<file path="src/rtl/alu_sequencer_pkg.sv">
// ---------------------------------------------------------------------------
// alu_sequencer_pkg
//   Definitions shared by the ALU sequencer and the ALU it drives:
//   - DATA_W       : register / operand width
//   - OP_*         : 4-bit ALU function codes (identical to the ALU funct field)
//   - state_t      : sequencer FSM state encoding
//   - instr_t      : latched instruction fields that do not depend on NREG
//   - is_supported_op() : true for every function code the sequencer issues
// ---------------------------------------------------------------------------
package alu_sequencer_pkg;

  localparam int unsigned DATA_W = 8;

  localparam logic [3:0] OP_XOR = 4'b0001;
  localparam logic [3:0] OP_OR  = 4'b0010;
  localparam logic [3:0] OP_AND = 4'b0011;
  localparam logic [3:0] OP_SUB = 4'b0100;
  localparam logic [3:0] OP_ADD = 4'b0101;
  localparam logic [3:0] OP_CMP = 4'b0110;
  localparam logic [3:0] OP_SHR = 4'b0111;
  localparam logic [3:0] OP_SH  = 4'b1010;
  localparam logic [3:0] OP_SHL = 4'b1110;

  // Explicit 2-bit encoding keeps the state values identical to the
  // legacy localparam assignment.
  typedef enum logic [1:0] {
    IDLE    = 2'd0,
    ISSUE   = 2'd1,
    CAPTURE = 2'd2
  } state_t;

  typedef struct packed {
    logic [3:0]        op;
    logic              imm_sel;
    logic [DATA_W-1:0] imm;
  } instr_t;

  function automatic logic is_supported_op(input logic [3:0] code);
    case (code)
      OP_ADD, OP_SUB, OP_SHL, OP_SHR, OP_XOR,
      OP_AND, OP_OR, OP_CMP, OP_SH: return 1'b1;
      default:                      return 1'b0;
    endcase
  endfunction

endpackage

</file>
<file path="src/rtl/alu_sequencer_regfile.sv">
// ---------------------------------------------------------------------------
// regfile
//   NREG x DATA_W register file.
//   Ports:
//     clk, reset         : clock, asynchronous active-high reset (clears all)
//     we, waddr, wdata   : synchronous write port
//     raddr_a / rdata_a  : combinational read port A
//     raddr_b / rdata_b  : combinational read port B
//     dbg_addr / dbg_data: combinational debug read port
// ---------------------------------------------------------------------------
module regfile
  import alu_sequencer_pkg::*;
#(
  parameter  int unsigned NREG = 8,
  localparam int unsigned AW   = $clog2(NREG)
) (
  input  logic              clk,
  input  logic              reset,
  input  logic              we,
  input  logic [AW-1:0]     waddr,
  input  logic [DATA_W-1:0] wdata,
  input  logic [AW-1:0]     raddr_a,
  output logic [DATA_W-1:0] rdata_a,
  input  logic [AW-1:0]     raddr_b,
  output logic [DATA_W-1:0] rdata_b,
  input  logic [AW-1:0]     dbg_addr,
  output logic [DATA_W-1:0] dbg_data
);

  logic [DATA_W-1:0] mem [NREG];

  always_ff @(posedge clk or posedge reset) begin
    if (reset) begin
      for (int unsigned i = 0; i < NREG; i++) begin
        mem[i] <= '0;
      end
    end else if (we) begin
      mem[waddr] <= wdata;
    end
  end

  assign rdata_a  = mem[raddr_a];
  assign rdata_b  = mem[raddr_b];
  assign dbg_data = mem[dbg_addr];

endmodule

</file>
<file path="src/rtl/alu_sequencer.sv">
// ---------------------------------------------------------------------------
// alu_sequencer
//   Three-state (IDLE -> ISSUE -> CAPTURE) sequencer that accepts one
//   register/immediate instruction, drives an external registered ALU for a
//   single cycle and writes the ALU result (or the compare flag) back.
//   Ports:
//     clk, reset                 : clock, asynchronous active-high reset
//     instr_valid / instr_ready  : instruction handshake (ready only in IDLE)
//     op, rd, rs, imm_sel, imm   : instruction fields
//     alu_en, alu_funct,
//     alu_x, alu_y               : ALU request, non-zero only in ISSUE
//     alu_result, alu_cmp        : registered ALU outputs, consumed in CAPTURE
//     done                       : retirement pulse (CAPTURE, or ISSUE for a bad op)
//     err                        : retirement pulse for an unsupported op
//     flag                       : compare flag register
//     dbg_addr / dbg_data        : combinational register read-back
// ---------------------------------------------------------------------------
module alu_sequencer
  import alu_sequencer_pkg::*;
#(
  parameter  int unsigned NREG = 8,
  localparam int unsigned AW   = $clog2(NREG)
) (
  input  logic              clk,
  input  logic              reset,
  input  logic              instr_valid,
  output logic              instr_ready,
  input  logic [3:0]        op,
  input  logic [AW-1:0]     rd,
  input  logic [AW-1:0]     rs,
  input  logic              imm_sel,
  input  logic [DATA_W-1:0] imm,
  output logic              alu_en,
  output logic [3:0]        alu_funct,
  output logic [DATA_W-1:0] alu_x,
  output logic [DATA_W-1:0] alu_y,
  input  logic [DATA_W-1:0] alu_result,
  input  logic              alu_cmp,
  output logic              done,
  output logic              err,
  output logic              flag,
  input  logic [AW-1:0]     dbg_addr,
  output logic [DATA_W-1:0] dbg_data
);

  state_t            state_q;
  state_t            state_d;
  instr_t            instr_q;
  logic [AW-1:0]     rd_q;
  logic [AW-1:0]     rs_q;
  logic              accept;
  logic              supported;
  logic              reg_we;
  logic [DATA_W-1:0] rdata_a;
  logic [DATA_W-1:0] rdata_b;

  assign instr_ready = (state_q == IDLE);
  assign accept      = instr_valid && instr_ready;
  assign supported   = is_supported_op(instr_q.op);

  regfile #(
    .NREG (NREG)
  ) u_regfile (
    .clk      (clk),
    .reset    (reset),
    .we       (reg_we),
    .waddr    (rd_q),
    .wdata    (alu_result),
    .raddr_a  (rd_q),
    .rdata_a  (rdata_a),
    .raddr_b  (rs_q),
    .rdata_b  (rdata_b),
    .dbg_addr (dbg_addr),
    .dbg_data (dbg_data)
  );

  always_comb begin
    state_d = state_q;
    case (state_q)
      IDLE:    if (accept) state_d = ISSUE;
      ISSUE:   state_d = supported ? CAPTURE : IDLE;
      CAPTURE: state_d = IDLE;
      default: state_d = IDLE;
    endcase
  end

  always_ff @(posedge clk or posedge reset) begin
    if (reset) begin
      state_q <= IDLE;
      instr_q <= '0;
      rd_q    <= '0;
      rs_q    <= '0;
      flag    <= 1'b0;
    end else begin
      state_q <= state_d;
      if (accept) begin
        instr_q <= '{op: op, imm_sel: imm_sel, imm: imm};
        rd_q    <= rd;
        rs_q    <= rs;
      end
      if (state_q == CAPTURE && instr_q.op == OP_CMP) begin
        flag <= alu_cmp;
      end
    end
  end

  // Operands come straight from the register file in ISSUE, so rd==rs sees
  // the pre-write value on both ports. Everything is gated by state, which
  // makes reset clear these outputs immediately.
  always_comb begin
    alu_en    = 1'b0;
    alu_funct = '0;
    alu_x     = '0;
    alu_y     = '0;
    done      = 1'b0;
    err       = 1'b0;
    reg_we    = 1'b0;
    case (state_q)
      ISSUE: begin
        if (supported) begin
          alu_en    = 1'b1;
          alu_funct = instr_q.op;
          alu_x     = rdata_a;
          alu_y     = instr_q.imm_sel ? instr_q.imm : rdata_b;
        end else begin
          done = 1'b1;
          err  = 1'b1;
        end
      end
      CAPTURE: begin
        done   = 1'b1;
        reg_we = (instr_q.op != OP_CMP);
      end
      default: ;
    endcase
  end

endmodule

</file>
<file path="config.mk">
export PLATFORM = sky130hd
export DESIGN_NAME = alu_sequencer
export DESIGN_NICKNAME = d
export VERILOG_FILES = /design/src/rtl/alu_sequencer_pkg.sv /design/src/rtl/alu_sequencer_regfile.sv /design/src/rtl/alu_sequencer.sv
export SDC_FILE = /design/constraint.sdc
export NUM_CORES = 1
export LEC_CHECK = 0
export ABC_AREA = 1
export BUFFER_PORTS_ARGS = -buffer_cell sky130_fd_sc_hd__buf_2
export CAP_MARGIN = 25
export CORE_MARGIN = 2
export CORE_UTILIZATION = 64
export DETAILED_ROUTE_END_ITERATION = 10
export PLACE_DENSITY = 0.87
export SLEW_MARGIN = 30
export SYNTH_ARGS = -nofsm -noshare
export SYNTH_HDL_FRONTEND = slang
export SYNTH_HIERARCHICAL = 1
export SYNTH_SLANG_ARGS = --single-unit
</file>
<file path="constraint.sdc">
create_clock -name clk -period 5.29 [get_ports clk]
set_input_delay 0.2645 -clock clk [delete_from_list [all_inputs] [get_ports clk]]
set_output_delay 0.2645 -clock clk [all_outputs]
set_load 0.03 [all_outputs]
</file>
# ---- Word-level counts from Yosys, hierarchy flattened
# Memories as Yosys holds them, arrays and structs flattened.
# Cells that the tools add are included.
dict set report word_totals {
  mem_bits_rw 0
  latchBits 0
  memories 1
  inputBits 34
  reg_bits 86
  wordCells 60
  mem_bits_ro 16
  out_inout_bits 33
}
# memory depth word_bits rd rd_ports_with_merged_regs wr line_no
set mem_list {}
lappend mem_list {{(no name shown)} 16 1 1 0 0 alu_sequencer_pkg.sv:39} ;# case (code)
dict set report classes {
  n_reduce_logical 4
  magnitude_cmp 4
  bitwise_logic 3
  n_eq_ne 5
  mux 28
  n_mul 0
  n_addsub 0
  n_shift 0
  div 0
}
# operator count
set op_table {}
lappend op_table {{8-bit two-way mux} 12}
lappend op_table {{8-bit binary-select mux with 3-bit select} 3}
lappend op_table {{64-bit bitwise mux} 1}
lappend op_table {{8-bit demux with 3-bit select} 1}
lappend op_table {{4-bit greater-or-equal comparator, second input constant} 3}
lappend op_table {{3-bit NOT with 4-bit output} 3}
lappend op_table {{4-bit two-way mux} 2}
lappend op_table {{1-bit two-way mux} 5}
lappend op_table {{4-bit by 3-bit == test with 1-bit output, second input constant} 1}
lappend op_table {{4-bit by 1-bit < comparator with 1-bit output, second input constant} 1}
lappend op_table {{2-bit two-way mux} 2}
lappend op_table {{4-bit by 3-bit inequality test with 1-bit output, second input constant} 1}
lappend op_table {{2-bit one-hot mux with 2 select lines} 1}
lappend op_table {{1-bit logical AND} 3}
lappend op_table {{2-bit by 1-bit == test with 1-bit output, second input constant} 1}
lappend op_table {{2-bit == test, second input constant} 1}
lappend op_table {{2-bit zero test} 1}
lappend op_table {{2-bit by 1-bit inequality test with 1-bit output, second input constant} 1}
lappend op_table {{1-bit one-hot mux with 2 select lines} 1}

# ---- Longest topological paths before layout
dict set report logic_depth {
  word_depth 7
  ltp_mapped 10
}

# ---- Hierarchy
# Netlist, hierarchy kept.
# mod cells_per_inst instances area_per_inst_um2
set by_module_without_submodules {}
lappend by_module_without_submodules {regfile 740 1 4418.0}
lappend by_module_without_submodules {alu_sequencer 132 1 1193.6}

# ---- Least setup slack after synthesis
# Ideal clock, no wire load.
dict set report synth_path {
  path_type {register to output}
  startpoint {register rs_q[1]}
  endpoint {output port alu_y[5]}
  setup_slack_ps 3418
  t_required_ps 5026
  stages_incl_launch_ff 10
  arrival_ps 1608
  path_cell_list {dfrtp_1 > buf_2 > inv_1 > buf_2 > nand3_1 > nand2_1 > nand2_1 > nand2_1 > nand2_1 > a21oi_1}
}
dict set report synth_between {
  elab_chain_len 7
}
# element line_no
set synth_rtl {}
lappend synth_rtl {{start: declaration} alu_sequencer.sv:50} ;# logic [AW-1:0] rs_q;
lappend synth_rtl {{start signal: assignment} alu_sequencer.sv:99} ;# rs_q <= rs;
lappend synth_rtl {{3-bit NOT with 4-bit output (implied by the code)} alu_sequencer_regfile.sv:43} ;# assign rdata_b = mem[raddr_b];
lappend synth_rtl {{8-bit binary-select mux with 3-bit select} alu_sequencer_regfile.sv:43}
lappend synth_rtl {{8-bit two-way mux (implied by the code) (2 in a row)} alu_sequencer_regfile.sv:43}
lappend synth_rtl {{via rdata_b[5]} alu_sequencer.sv:55} ;# logic [DATA_W-1:0] rdata_b;
lappend synth_rtl {{8-bit two-way mux} alu_sequencer.sv:124} ;# alu_y = instr_q.imm_sel ? instr_q.imm : rdata_b;
lappend synth_rtl {{8-bit two-way mux} alu_sequencer.sv:120} ;# if (supported) begin
lappend synth_rtl {{8-bit two-way mux} alu_sequencer.sv:118} ;# case (state_q)
lappend synth_rtl {{end: declaration} alu_sequencer.sv:36} ;# output logic [DATA_W-1:0] alu_y,
# The timed path passes the listed nets, and every way through them passes these cells. The select of a mux whose other input is x is not followed.

# ---- Worst setup path after layout
dict set report layout_path {
  startpoint {register rs_q[0]}
  endpoint {output port alu_y[1]}
}
# The elaborated chain is that of the path after synthesis.

==> summary.md <==
| Metric | Value |
|---|---|
| Status | `complete, but fails checks` |
| Failing checks | `negative hold slack` |
| Avg Cell Area, Syn | `6.44 µm²` |
| CP Depth | `9` |
| Num CTS Buffers | `9` |
| CP max stage cell | `clkinv_1` |
| WHS | `-0.0427 ns` |
| Initial core utilization | `65.3%` |
| Max-cap violation count | `0` |
| FF+latch count, synth | `86` |
| RD Place Congestion | `0.984` |
| Final min period | `2.94 ns` |
| Critical path required time | `5.03 ns` |
| Setup TNS | `0 ns` |
| Hold crit path type | `primary input to async pin` |
| Reg2Reg Depth | `8` |
| Initial antenna violation count | `0` |
| NetSw | `2.10 mW` |
| CP Launch Type | `flop` |
| Logic pwr share | `57.2%` |
| Cell Chain, Critical Path | `clkinv_1 -> nand2_1 -> nand3_1 -> nand2_1 -> nand2_1 -> nand2_1 -> nand2_1 -> a21oi_1 -> buf_2` |
| CP endpoint kind | `output port` |
| Fraction of layout instances using a drive strength above 1 | `~11%` |
| Part of the power in registers | `between 20% and 30%` |
| Die area | `approximately 0.0095 mm²` |
| Largest net degree at the start of global routing | `65` |
| Area of the mapped netlist | `between 0.005 and 0.006 mm²` |
| Gate Count Post-Synth | `about 870` |
| Die Wd | `between 90 and 100 µm` |
| Sw frac | `51.9%` |
| DR vias/cell | `between 5 and 6` |
| H-tree depth | `3` |
| Nets | `roughly 940` |
| Final setup violation count | `0` |
| Core footprint | `around 0.0086 mm²` |
| Root Buffer Master | `clkbuf_8` |
| Clk slew on worst S/H paths | `roughly 0.090 ns` |
| Worst-path maximum fanout | `32` |
| RSZ-0062 raised after global routing | `no` |
| Pwr Density | `666 mW/mm²` |
| Clock Skews | `0.0102 ns` |
| Max Clk Rate | `between 300 and 400 MHz` |
| Sequential area share after synthesis | `about two fifths` |
| CP Class | `flop to output port` |
| Commonest cells after routing, fill and taps aside | `nand2_1 (407), inv_1 (102), nand3_1 (99)` |
| Pint | `just under 2 mW` |
| I/O Pins | `67` |
| Clock sink count | `86` |
| CP peak stage delay | `0.75 ns` |
| Post-detail-place hpwl | `~12,000 µm` |
| End-of-flow core utilization | `a little over two thirds` |
| Post-CTS sizing | `0` |
| Area of the multi-input gates | `0.00280 mm²` |
| CTS tree | `yes` |
| Layout fillers | `roughly 750` |
| WP data arrival | `between 2 and 3 ns` |
| Clock latency on the worst-skew pair | `between 0.3 and 0.4 ns` |
| Register area | `~0.0022 mm²` |
| Drt wl/cell | `~17 µm` |
| Most common cell after layout, fill and taps aside | `nand2_1` |
| Slew Limit Headroom | `a little under a third` |
| Synth unique cells | `21` |
| Synth warn | `6` |
| Crit share post-route | `55.6%` |
| Post-route ant nets | `0` |
| Max Slew Vio Count | `0` |
| Diode count | `0` |
| Post-CTS Hold Buffers | `0` |
| Mapped Nets | `910` |
| Number of DRC markers in iteration 0 | `682` |
| GRT Overall Usage | `a little under two fifths` |
| WL final | `between 15,000 and 20,000 µm` |
| Drc violations | `0` |
| Worst vdd ir | `about 300 µV` |
| CP delay by family, top | `buffers and inverters` |
| Bufs and invs on worst path | `2` |
| Area Overhead vs Synth | `8.07%` |
| # port buffers | `66` |
| Slew @ Worst Pin | `1.04 ns` |
| Worst path most repeated cell | `nand2_1` |
| Lkg Pwr | `~3.6 nW` |
| Post-CTS Setup Bufs | `0` |
| Gr ovfl total | `0` |
| Initial DRT Pass Iterations | `7` |
| First-pass GRT wire length | `about 28,000 µm` |
| Clock Tree Buf Depth | `2` |
| Clock power share | `a little over an eighth` |
| DR vias | `5,893` |
| Cell row count | `34` |
| Vias in the first global route | `between 5,000 and 6,000` |
| Final Hold Fails | `22` |
| Die height | `approximately 98 µm` |
## layout make-up
class / count / share of cell area, %
sequential: 86 / 35.5
tap: 108 / 2.23
inverter: 107 / 6.62
clock inverter: 6 / 1.55
timing repair buffer: 69 / 5.82
multi-input combinational: 633 / 46.2
clock buffer: 10 / 2.10
## path summary, 6_finish.rpt
check	start	endpoint	slack (ns)
worst max-delay path	rs_q[0]$_DFFE_PP0P_	alu_y[1]	2.35
worst max register to register	state_q[0]$_DFFE_PP0P_	u_regfile/mem[9]$_DFFE_PP0P_	3.02
max in group asynchronous	reset	u_regfile/mem[61]$_DFFE_PP0P_	4.57
worst min register to register	flag$_DFFE_PP0P_	flag$_DFFE_PP0P_	0.48
worst min-delay path	reset	instr_q[3]$_DFFE_PP0P_	-0.04
min in group clk	alu_result[0]	u_regfile/mem[0]$_DFFE_PP0P_	0.12
## routing by layer
layer,global-route usage [%],vias to the layer above,routed length [µm]
met5,0,-,0
li1,-,2736,-
met3,6.40,49,2020
met4,13.5,0,473
met2,56.7,386,7930
met1,54.3,2722,7100
## cells in the mapped netlist
cell | instances | area share, %
nor3_4 | 1 | 0.29
ha_1 | 4 | 0.89
o21ai_0 | 64 | 5.7
buf_4 | 2 | 0.27
nor2_2 | 1 | 0.11
inv_1 | 106 | 7.1
nand3b_1 | 1 | 0.13
mux2_2 | 4 | 0.80
a21oi_1 | 15 | 1.3
buf_2 | 25 | 2.2
nor2_1 | 24 | 1.6
o21ai_1 | 1 | 0.089
clkinv_1 | 1 | 0.067
buf_1 | 3 | 0.20
buf_6 | 6 | 1.2
clkbuf_1 | 10 | 0.67
dfrtp_1 | 86 | 38
mux2_4 | 10 | 2.7
nand2_1 | 407 | 27
nand2_2 | 2 | 0.22
nand3_1 | 99 | 8.8
## logic make-up (layout without fill, tap and decap cells)
kind of cell / count (synthesis) / in the layout / synth area share (%)
muxes: 14 / 14 / 3.48
DFF: 86 / 86 / 38.3
buffers and inverters: 153 / 192 / 11.7
and+or+nand+nor: 535 / 535 / 38.4
AOI/OAI and AO/OA: 80 / 80 / 7.13
adders and majority gates: 4 / 4 / 0.892
## flip-flops by register name, summed over array words and instances, names as in the netlist
register       cells
flag               1
instr_q           13
rd_q               3
rs_q               3
state_q            2
u_regfile/mem     64
## power groups by stage
stage | combinational, mW | sequential [mW] | clock (mW)
after floorplan | 1.77 | 1.10 | 0
after global placement | 2.19 | 1.19 | 0
after detailed placement | 2.23 | 1.21 | 0
after CTS | 2.25 | 1.20 | 0.530
after global routing | 2.56 | 1.24 | 0.550
final | 2.31 | 1.21 | 0.524
## through the flow
| stage | total power, mW | instance area, µm² | hold WS, ns | setup WS [ns] | std cells |
|---|---|---|---|---|---|
| after floorplan | 2.86 | 5610 | 0.254 | 3.42 | 872 |
| after global placement | 3.38 | 5840 | 0.447 | 2.89 | 1003 |
| after detailed placement | 3.44 | 5840 | 0.464 | 2.89 | 1003 |
| after CTS | 3.97 | 6060 | 0.102 | 2.49 | 1019 |
| after global routing | 4.35 | 6060 | 0.0194 | 2.28 | 1019 |
| final | 4.04 | 6060 | -0.0427 | 2.35 | 1019 |
Note: power is estimated with default switching activity, not from simulation.
